<file path="config.mk">
export PLATFORM = sky130hd
export DESIGN_NAME = pio_cmd_handshake
export DESIGN_NICKNAME = d
export VERILOG_FILES = /design/src/rtl/pio_cmd_pkg.sv /design/src/rtl/cmd_sync_fifo.sv /design/src/rtl/pio_cmd_handshake.sv
export SDC_FILE = /design/constraint.sdc
export NUM_CORES = 1
export LEC_CHECK = 0
export BUFFER_PORTS_ARGS = -buffer_cell sky130_fd_sc_hd__buf_2
export CORE_UTILIZATION = 59
export DETAILED_ROUTE_END_ITERATION = 6
export GPL_TIMING_DRIVEN = 0
export PLACE_DENSITY = 0.83
export SETUP_SLACK_MARGIN = 0.3
export SYNTH_ARGS = -nofsm -noshare
export SYNTH_HDL_FRONTEND = slang
export SYNTH_SLANG_ARGS = --single-unit
export TNS_END_PERCENT = 100
</file>
<file path="constraint.sdc">
create_clock -name clk -period 9.4 [get_ports clk]
set_clock_uncertainty 0.1 [all_clocks]
set_input_delay 0.94 -clock clk [delete_from_list [all_inputs] [get_ports clk]]
set_output_delay 0.94 -clock clk [all_outputs]
set_load 0.05 [all_outputs]
</file>
<file path="src/rtl/pio_cmd_pkg.sv">
// Shared types and helpers for the PIO command handshake block.
package pio_cmd_pkg;

  // Handshake FSM states; RESYNC waits out a request level left high across reset
  typedef enum logic [1:0] {
    RESYNC,
    IDLE,
    ACK
  } state_t;

  localparam int DEFAULT_DATA_W = 32;
  localparam int ENTRY_W        = 2 * DEFAULT_DATA_W;

  // Ceiling log2, used to size FIFO pointers
  function automatic int clog2(input int value);
    int r;
    r = 0;
    for (int v = value - 1; v > 0; v = v >> 1) begin
      r++;
    end
    return r;
  endfunction

endpackage

</file>
<file path="src/rtl/cmd_sync_fifo.sv">
// First-word-fall-through command FIFO; head entry is always visible on head_data.
module cmd_sync_fifo
  import pio_cmd_pkg::*;
#(
  parameter int WIDTH = ENTRY_W,
  parameter int DEPTH = 4,
  parameter int CNT_W = 3
) (
  input  logic             clk,
  input  logic             reset,
  input  logic             push,
  input  logic [WIDTH-1:0] push_data,
  input  logic             pop,
  output logic [WIDTH-1:0] head_data,
  output logic [CNT_W-1:0] count,
  output logic             full
);

  localparam int PTR_W = clog2(DEPTH);

  logic [WIDTH-1:0] mem [DEPTH];
  logic [PTR_W-1:0] wr_ptr;
  logic [PTR_W-1:0] rd_ptr;
  logic [CNT_W-1:0] count_d;
  logic             push_ok;
  logic             pop_ok;

  // Push is refused when full and pop is ignored when empty, so count never wraps
  always_comb begin
    push_ok = push & ~full;
    pop_ok  = pop & (count != '0);
    count_d = count;
    case ({push_ok, pop_ok})
      2'b10:   count_d = count + CNT_W'(1);
      2'b01:   count_d = count - CNT_W'(1);
      default: count_d = count;
    endcase
  end

  // Storage is cleared on reset so the head reads as zero after reset
  always_ff @(posedge clk or posedge reset) begin
    if (reset) begin
      for (int i = 0; i < DEPTH; i++) begin
        mem[i] <= '0;
      end
    end else if (push_ok) begin
      mem[wr_ptr] <= push_data;
    end
  end

  // Pointers wrap naturally because DEPTH is a power of two; full is registered from the next count
  always_ff @(posedge clk or posedge reset) begin
    if (reset) begin
      wr_ptr <= '0;
      rd_ptr <= '0;
      count  <= '0;
      full   <= 1'b0;
    end else begin
      if (push_ok) wr_ptr <= wr_ptr + PTR_W'(1);
      if (pop_ok)  rd_ptr <= rd_ptr + PTR_W'(1);
      count <= count_d;
      full  <= (count_d == CNT_W'(DEPTH));
    end
  end

  assign head_data = mem[rd_ptr];

endmodule

</file>
<file path="src/rtl/pio_cmd_handshake.sv">
// Four-phase request/acknowledge front end for the Nios II PIO command path.
module pio_cmd_handshake
  import pio_cmd_pkg::*;
#(
  parameter int DATA_W     = DEFAULT_DATA_W,
  parameter int FIFO_DEPTH = 4,
  parameter int CNT_W      = 3
) (
  input  logic                clk,
  input  logic                reset,
  input  logic                req_in,
  input  logic [DATA_W-1:0]   data_a,
  input  logic [DATA_W-1:0]   data_b,
  output logic                ack_out,
  output logic                cmd_valid,
  input  logic                cmd_ready,
  output logic [2*DATA_W-1:0] cmd_data,
  output logic                fifo_full,
  output logic [CNT_W-1:0]    fifo_count
);

  state_t state_q;
  state_t state_d;
  logic   push;

  // State register; reset drops ack at once and forces a wait for req_in low
  always_ff @(posedge clk or posedge reset) begin
    if (reset) begin
      state_q <= RESYNC;
    end else begin
      state_q <= state_d;
    end
  end

  // Next state and push strobe; one push per request high phase, withheld while full
  always_comb begin
    state_d = state_q;
    push    = 1'b0;
    case (state_q)
      RESYNC: begin
        if (!req_in) state_d = IDLE;
      end
      IDLE: begin
        if (req_in && !fifo_full) begin
          push    = 1'b1;
          state_d = ACK;
        end
      end
      ACK: begin
        if (!req_in) state_d = IDLE;
      end
      default: state_d = RESYNC;
    endcase
  end

  assign ack_out   = (state_q == ACK);
  assign cmd_valid = (fifo_count != '0);

  cmd_sync_fifo #(
    .WIDTH (2 * DATA_W),
    .DEPTH (FIFO_DEPTH),
    .CNT_W (CNT_W)
  ) u_fifo (
    .clk       (clk),
    .reset     (reset),
    .push      (push),
    .push_data ({data_a, data_b}),
    .pop       (cmd_ready),
    .head_data (cmd_data),
    .count     (fifo_count),
    .full      (fifo_full)
  );

endmodule

</file>
==> run metrics, run 1 <==
outcome complete, no violations; largest net degree at the start of global routing approximately 110; utilization after layout a little over two thirds; top post-synthesis cells by area dfrtp_1 (52%), mux2_4 (28%), mux4_2 (11%), buf_12 (3.9%), mux2_2 (1.4%); routability cong. between 0.8 and 0.9; Root Driver clkbuf_16; number of synthesized register bits 266; Setup crit start u_fifo.rd_ptr[1]; Final min period between 3 and 4 ns; register area share after synthesis roughly 52%; Final Setup Violations 0; final routed wire length divided by cell count ~23 um; global-route wire length before repair around 42 mm; count leader, synth dfrtp_1; Fin. Hold Viols 0; CP Launch Type flip-flop; vias per inst just under 6; clk_lat worst skew 0.52 ns; CTS sink cnt 266; path depth of the worst reg2reg path 9; WL met1 ~11 mm; cell count along the critical path 4; Die Area 0.0223 mm^2; level count of the clock H-tree 1; routed vias between 6k and 7k; Critical Path RT around 8.4 ns; DR iter-0 viols ~200; top post-synthesis cells by count dfrtp_1 (266), mux2_4 (240), mux4_2 (64); DR top layer met5; reg2reg end u_fifo.full; Fmax approximately 300 MHz; syn nets roughly 740; share of the synthesized area in the top cell type 52.0%; cells along the critical path buf_4, buf_2, mux4_2, buf_2; setup bufs post-CTS 0; Crit path arrival time 2.27 ns; Detail Placement HPWL 17.3 mm; Yosys top cell by area dfrtp_1; clk slew on worst S/H paths about 0.060 ns; Slowest-stage cell, CP mux4_2; Max Cap Viol 0; worst hold path type input pin to async pin; core area 0.0212 mm^2; Overflow after GRT 0; chip width 149 um; CP Class flip-flop to primary output; unrepaired setup endpoints after global routing no; total CTS buffers 27; Setup crit end cmd_data[14]; Placed Instances about 1.1k; vias in the first global route ~7.6k; Final Instance Count excl. Fillers 1128; Crit. End Element primary output; share of layout cells above drive strength 1 approximately 64%; Std-Cell Rows 53; Yosys Warn Count 0; Tot GR Track Use 24.6%; metal2 WL roughly 13 mm; CTS Hold Buffers Added 0; Slew Viols, Final 0; # IOs between 100 and 150; Nets 905; area of the mapped netlist around 0.013 mm^2; reg2reg setup slack 6.87 ns; met3 WL around 1.1 mm; port bufs around 140; worst r2r src state_q[0]; slowest cell delay on critical path 0.57 ns; antenna violations before repair 2; crit-path leading delay family buffers and inverters; CP max FO 10; Post-synth EDFFs 0; Final period util 35.3%; post-synth cell types 22; # DRC 0; Mean Syn Cell Area between 15 and 20 um^2; area delta synth->final 15.8%; Top FF cell, synth dfrtp_1; relative slew slack between 60 and 70%; Die Y around 150 um; fillers about 1.3k; Post-DP Area 0.0139 mm^2; Resized Gates After CTS 0; cell mode on critical path buf_2; final WL 26.0 mm; first drt pass iteration count 4; Initial Utilization around three fifths; ys async rst share between 90% and 100%; clock buffer depth 3; CP bufs+invs 3; Worst Tran Pin Value about 0.53 ns; antenna viol nets, final 0; CTS tree done; Final Cell Area approximately 0.015 mm^2; Cells after Synth roughly 660
## flip-flops by register name (all words and copies together), names as in the netlist
signal	cells
state_q	2
u_fifo.count	3
u_fifo.full	1
u_fifo.mem	256
u_fifo.rd_ptr	2
u_fifo.wr_ptr	2
## routing by layer
| layer | up-vias | GRT usage, % |
|---|---|---|
| li1 | 2806 | - |
| met1 | 3521 | 33.2 |
| met2 | 160 | 41.4 |
| met3 | 49 | 4.13 |
| met4 | 2 | 6.22 |
| met5 | - | 0 |
## layout by cell type (no fill, tap or decap), types with 3 or more instances in the layout
cell type	netlist	layout
buf_2	10	147
mux4_2	64	64
xnor2_1	3	3
mux2_2	16	16
bufinv_16	0	3
nand2_1	6	6
clkbuf_8	0	8
buf_12	25	25
nand2_8	4	4
clkbuf_1	0	6
diode_2	0	3
dfrtp_1	266	266
mux2_4	240	240
ha_1	5	5
buf_4	4	4
inv_1	7	6
clkinv_2	0	4
clkbuf_16	0	27
## metrics by stage
stage                     hold WS, ns  setup WS [ns]  TNS [ns]
after floorplan                 0.348           1.03         0
after global placement          0.364         -0.827   -216.29
after detailed placement        0.382           6.28         0
after CTS                       0.366           6.01         0
after global routing            0.390           5.93         0
final                           0.352           6.09         0
## kinds of logic after synthesis
group / Yosys count / synth area share, %
xor gates and xnor gates: 5 / 0.342
muxes: 321 / 40.9
adders and majority gates: 6 / 0.645
buffers and inverters: 46 / 4.74
and+or+nand+nor: 14 / 1.07
AOI/OAI and AO/OA: 5 / 0.264
DFF: 266 / 52.0
## layout make-up
type                            count  area (um^2)  area share [%]
Timing Repair Buffer              139          741            5.00
Antenna cell                        3         7.51          0.0507
Clock buffer                       41          808            5.46
Multi-Input combinational cell    351         5530            37.3
Tap cell                          275          344            2.32
Sequential cell                   266         6660            44.9
Inverter                            7         33.8           0.228
Buffer                             39          581            3.92
Clock inverter                      7          110           0.743
## worst min-delay path by stage
stage                           to  slack (ns)  depth (start not counted)
finish              u_fifo.mem[93]        0.35                          2
global route        u_fifo.mem[93]        0.39                          2
CTS                 u_fifo.mem[93]        0.37                          2
detailed placement      state_q[0]        0.38                          1
global placement        state_q[0]        0.36                          1
floorplan               state_q[0]        0.35                          1
Power of run 1 is not shown: default switching activity piles up to over one toggle a cycle in this logic, so the estimate is an artifact.
==> run 2, diff against run 1 <==
ABC_AREA = 1   (was default)
CORE_UTILIZATION = 53   (was 59)
PLACE_DENSITY = 0.79   (was 0.83)
clock period = 2.7 ns   (was 9.4 ns; I/O delays follow)
==> run 2 against run 1 <==
Critical path depth increased by 2. Register-to-register slack worse by 6.4 ns. Largest cell class unchanged. Synthesized cell count rose by 98%. Final cell count increased by 65%. Count of clock-buffer cells in the layout up 5. Global-route usage rose by 4.0 points. Sequential share of layout area down 1.7 points. Flip-flop and latch count stayed put. Worst setup slack worse by 5.8 ns. Design area rose by 3.9%. Hold slack got worse by 0.32 ns. Die area rose by 5.8%.
==> run metrics, run 2 <==
Slew Viols, Final 0; relative slew slack 55.0%; post-synth cell types 21; Overflow after GRT 0; Worst Setup Slack, final 0.322 ns; VDD IR max between 1000 and 1500 uV; Fmax roughly 420 MHz; max FFs per register 256; ys async rst share 100%; Die Y 154 um; Detail Placement HPWL approximately 21 mm; largest net degree at the start of global routing 42; vias in the first global route 10.5k; port bufs between 100 and 150; Root Driver clkbuf_16; total power ~23000 uW; clk slew on worst S/H paths approximately 0.060 ns; Nets ~1.6k; share of layout cells above drive strength 1 about a quarter; clock group share of total power approximately 17%; fillers between 1.5k and 2k; final routed wire length divided by cell count roughly 18 um; Top FF cell, synth dfrtp_1; most frequent cells in the layout nand2_1 (270), dfrtp_1 (265), o21ai_1 (155); Worst Tran Pin Value about 0.67 ns; vias per inst approximately 5.6; DR iter-0 viols around 780; P_int between 10000 and 15000 uW; CP Launch Type flip-flop; share of power burned in registers a little under a third; Pwr Density between 1000 and 1500 mW/mm^2; slowest cell delay on critical path ~0.46 ns; total CTS buffers 29; antenna cell count 0; Yosys Warn Count 0; Tot GR Track Use around 29%; Final period util between 80 and 90%; Max Cap Viol 0; Seq. cell area between 0.006 and 0.007 mm^2; level count of the clock H-tree 1; count leader, synth nand2_1; routability cong. 0.822; cell mode on critical path buf_4; Comb power frac a little over half; Slowest-stage cell, CP dfrtp_2; Fin. Hold Viols 0; antenna violations before repair 0; first drt pass iteration count 5; Lkg Pwr around 0.0076 uW; Crit path arrival time approximately 2 ns; area delta synth->final 26.4%; Critical Path RT ~2.3 ns; share of the synthesized area in the top cell type between 50% and 60%; Std-Cell Rows 55; Final min period between 2 and 2.5 ns; clk_lat worst skew around 0.54 ns; clock buffer depth 3; number of synthesized register bits 266; Crit. End Element primary output; CP Class flip-flop to primary output; cells along the critical path inv_4, buf_12, buf_4, nor2_1, o22ai_1, buf_4; syn nets between 1k and 1.5k; global-route wire length before repair roughly 54 mm; Cells after Synth around 1.3k; Yosys top cell by area dfrtp_1; Top Registers u_fifo.mem (256), u_fifo.count (3); # DRC 0; antenna viol nets, final 0; most common cell after layout, fill and taps aside nand2_1; Initial Utilization 53.9%; Reg with most FFs u_fifo.mem; area of the mapped netlist between 0.01 and 0.015 mm^2; top post-synthesis cells by count nand2_1 (270), dfrtp_1 (266), o21ai_1 (155); CTS tree done; Switching Fraction between 40% and 50%; Die Area approximately 0.024 mm^2; Multi-input gate area 0.00452 mm^2; chip width approximately 150 um; Final Setup Violations 0; top post-synthesis cells by area dfrtp_1 (55%), nand2_1 (8.3%), o21ai_2 (7.3%), o21ai_1 (6.4%), o21ai_0 (5.4%); core area between 0.02 and 0.025 mm^2; Post-synth EDFFs 0; Sw Pwr around 10000 uW; Mean Syn Cell Area roughly 9 um^2; register area share after synthesis between 50% and 60%; routed vias about 10k; final WL between 30 and 40 mm; # IOs 138; CTS sink cnt approximately 270; outcome complete, no violations; CP max FO 10; unrepaired setup endpoints after global routing yes; worst hold path type input pin to flip-flop; Place WS 0.255 ns
run 2: cell types whose count changed in the layout (fill, tap and decap cells not counted), sizes merged, moves of 5 or more:
| cell | previous run | this run |
|---|---|---|
| nand3 | 0 | 5 |
| inv | 7 | 79 |
| clkbuf | 41 | 76 |
| o22ai | 0 | 64 |
| mux4 | 64 | 0 |
| mux2 | 256 | 0 |
| dlygate4sd3 | 0 | 66 |
| nand2 | 10 | 275 |
| buf | 178 | 212 |
| nor2 | 0 | 130 |
| o21ai | 2 | 388 |
run 2: per-layer routing:
layer  global-route usage, %  vias to the layer above  routed length (um)  share of wire [%]
li1                        -                     4877                   -                  -
met3                    3.38                       59                2470                7.4
met1                    39.2                     5067               14000                 42
met5                       0                        -                   0                  0
met4                    9.38                        0                 750                2.3
met2                    47.4                      456               15900                 48
run 2: through the flow:
step,area (um^2),hold WS [ns],setup TNS [ns],instances,util (%)
detailed placement,13400,0.300,0,1745,59.2
global route,15400,0.0295,0,1864,68.2
floorplan,12200,0.266,-314.28,1316,-
CTS,15300,0.0105,0,1864,67.6
finish,15400,0.0314,0,1864,68.2
global placement,13200,0.359,-714.60,1738,58.6
run 2: cells by family (layout without fill, tap and decap cells):
logic type                 count (synthesis)  in the layout  synth area share, %
adders and majority gates                  6              6                0.678
buffers and inverters                    178            441                 8.94
and+or+nand+nor                          411            411                 13.1
DFF                                      266            266                 54.7
xor gates and xnor gates                   2              2                0.144
AOI/OAI and AO/OA                        453            453                 22.4
run 2: repair_timing:
action | in CTS | in global routing
hold buffers | 66 | 0
setup endpoints to repair | 64 | 61
setup buffers | 0 | 0
hold endpoints to repair | 276 | 0
resized for setup | 113 | 54
pin swaps | 3 | 5
run 2: final cells by class:
cell class / instances / area share [%]
Multi-Input combinational cell: 872 / 29.4
Sequential cell: 266 / 43.3
Tap cell: 285 / 2.32
Buffer: 98 / 6.59
Clock buffer: 46 / 5.52
Timing Repair Buffer: 210 / 10.4
Clock inverter: 7 / 0.553
Inverter: 80 / 1.99
run 2: final timing paths:
path,slack [ns],startpoint,cells after the start,end
worst max-delay path,0.32,u_fifo.rd_ptr[0],6,cmd_data[55]
worst min-delay path,0.03,data_a[31],3,u_fifo.mem[63]
worst max register to register,0.52,u_fifo.count[0],11,u_fifo.full
worst min register to register,0.38,u_fifo.mem[180],2,u_fifo.mem[180]
max in group asynchronous,0.89,reset,7,u_fifo.mem[26]
min in group asynchronous,0.27,reset,3,u_fifo.mem[196]
run 2: critical path: cells and delay by family (launching register included):
kind	cells	cell delay (ns)
simple gates	1	0.05
compound gates	1	0.23
flops	1	0.46
buf+inv	4	0.70
run 2: power groups by stage:
stage	clock (uW)	combinational (uW)	sequential (uW)
after floorplan	0	8160	6650
after global placement	0	10500	6710
after detailed placement	0	10700	6780
after CTS	3940	11500	6750
after global routing	4100	12700	6990
final	3890	11800	6800
No activity file was read; power rests on OpenSTA's default activity.
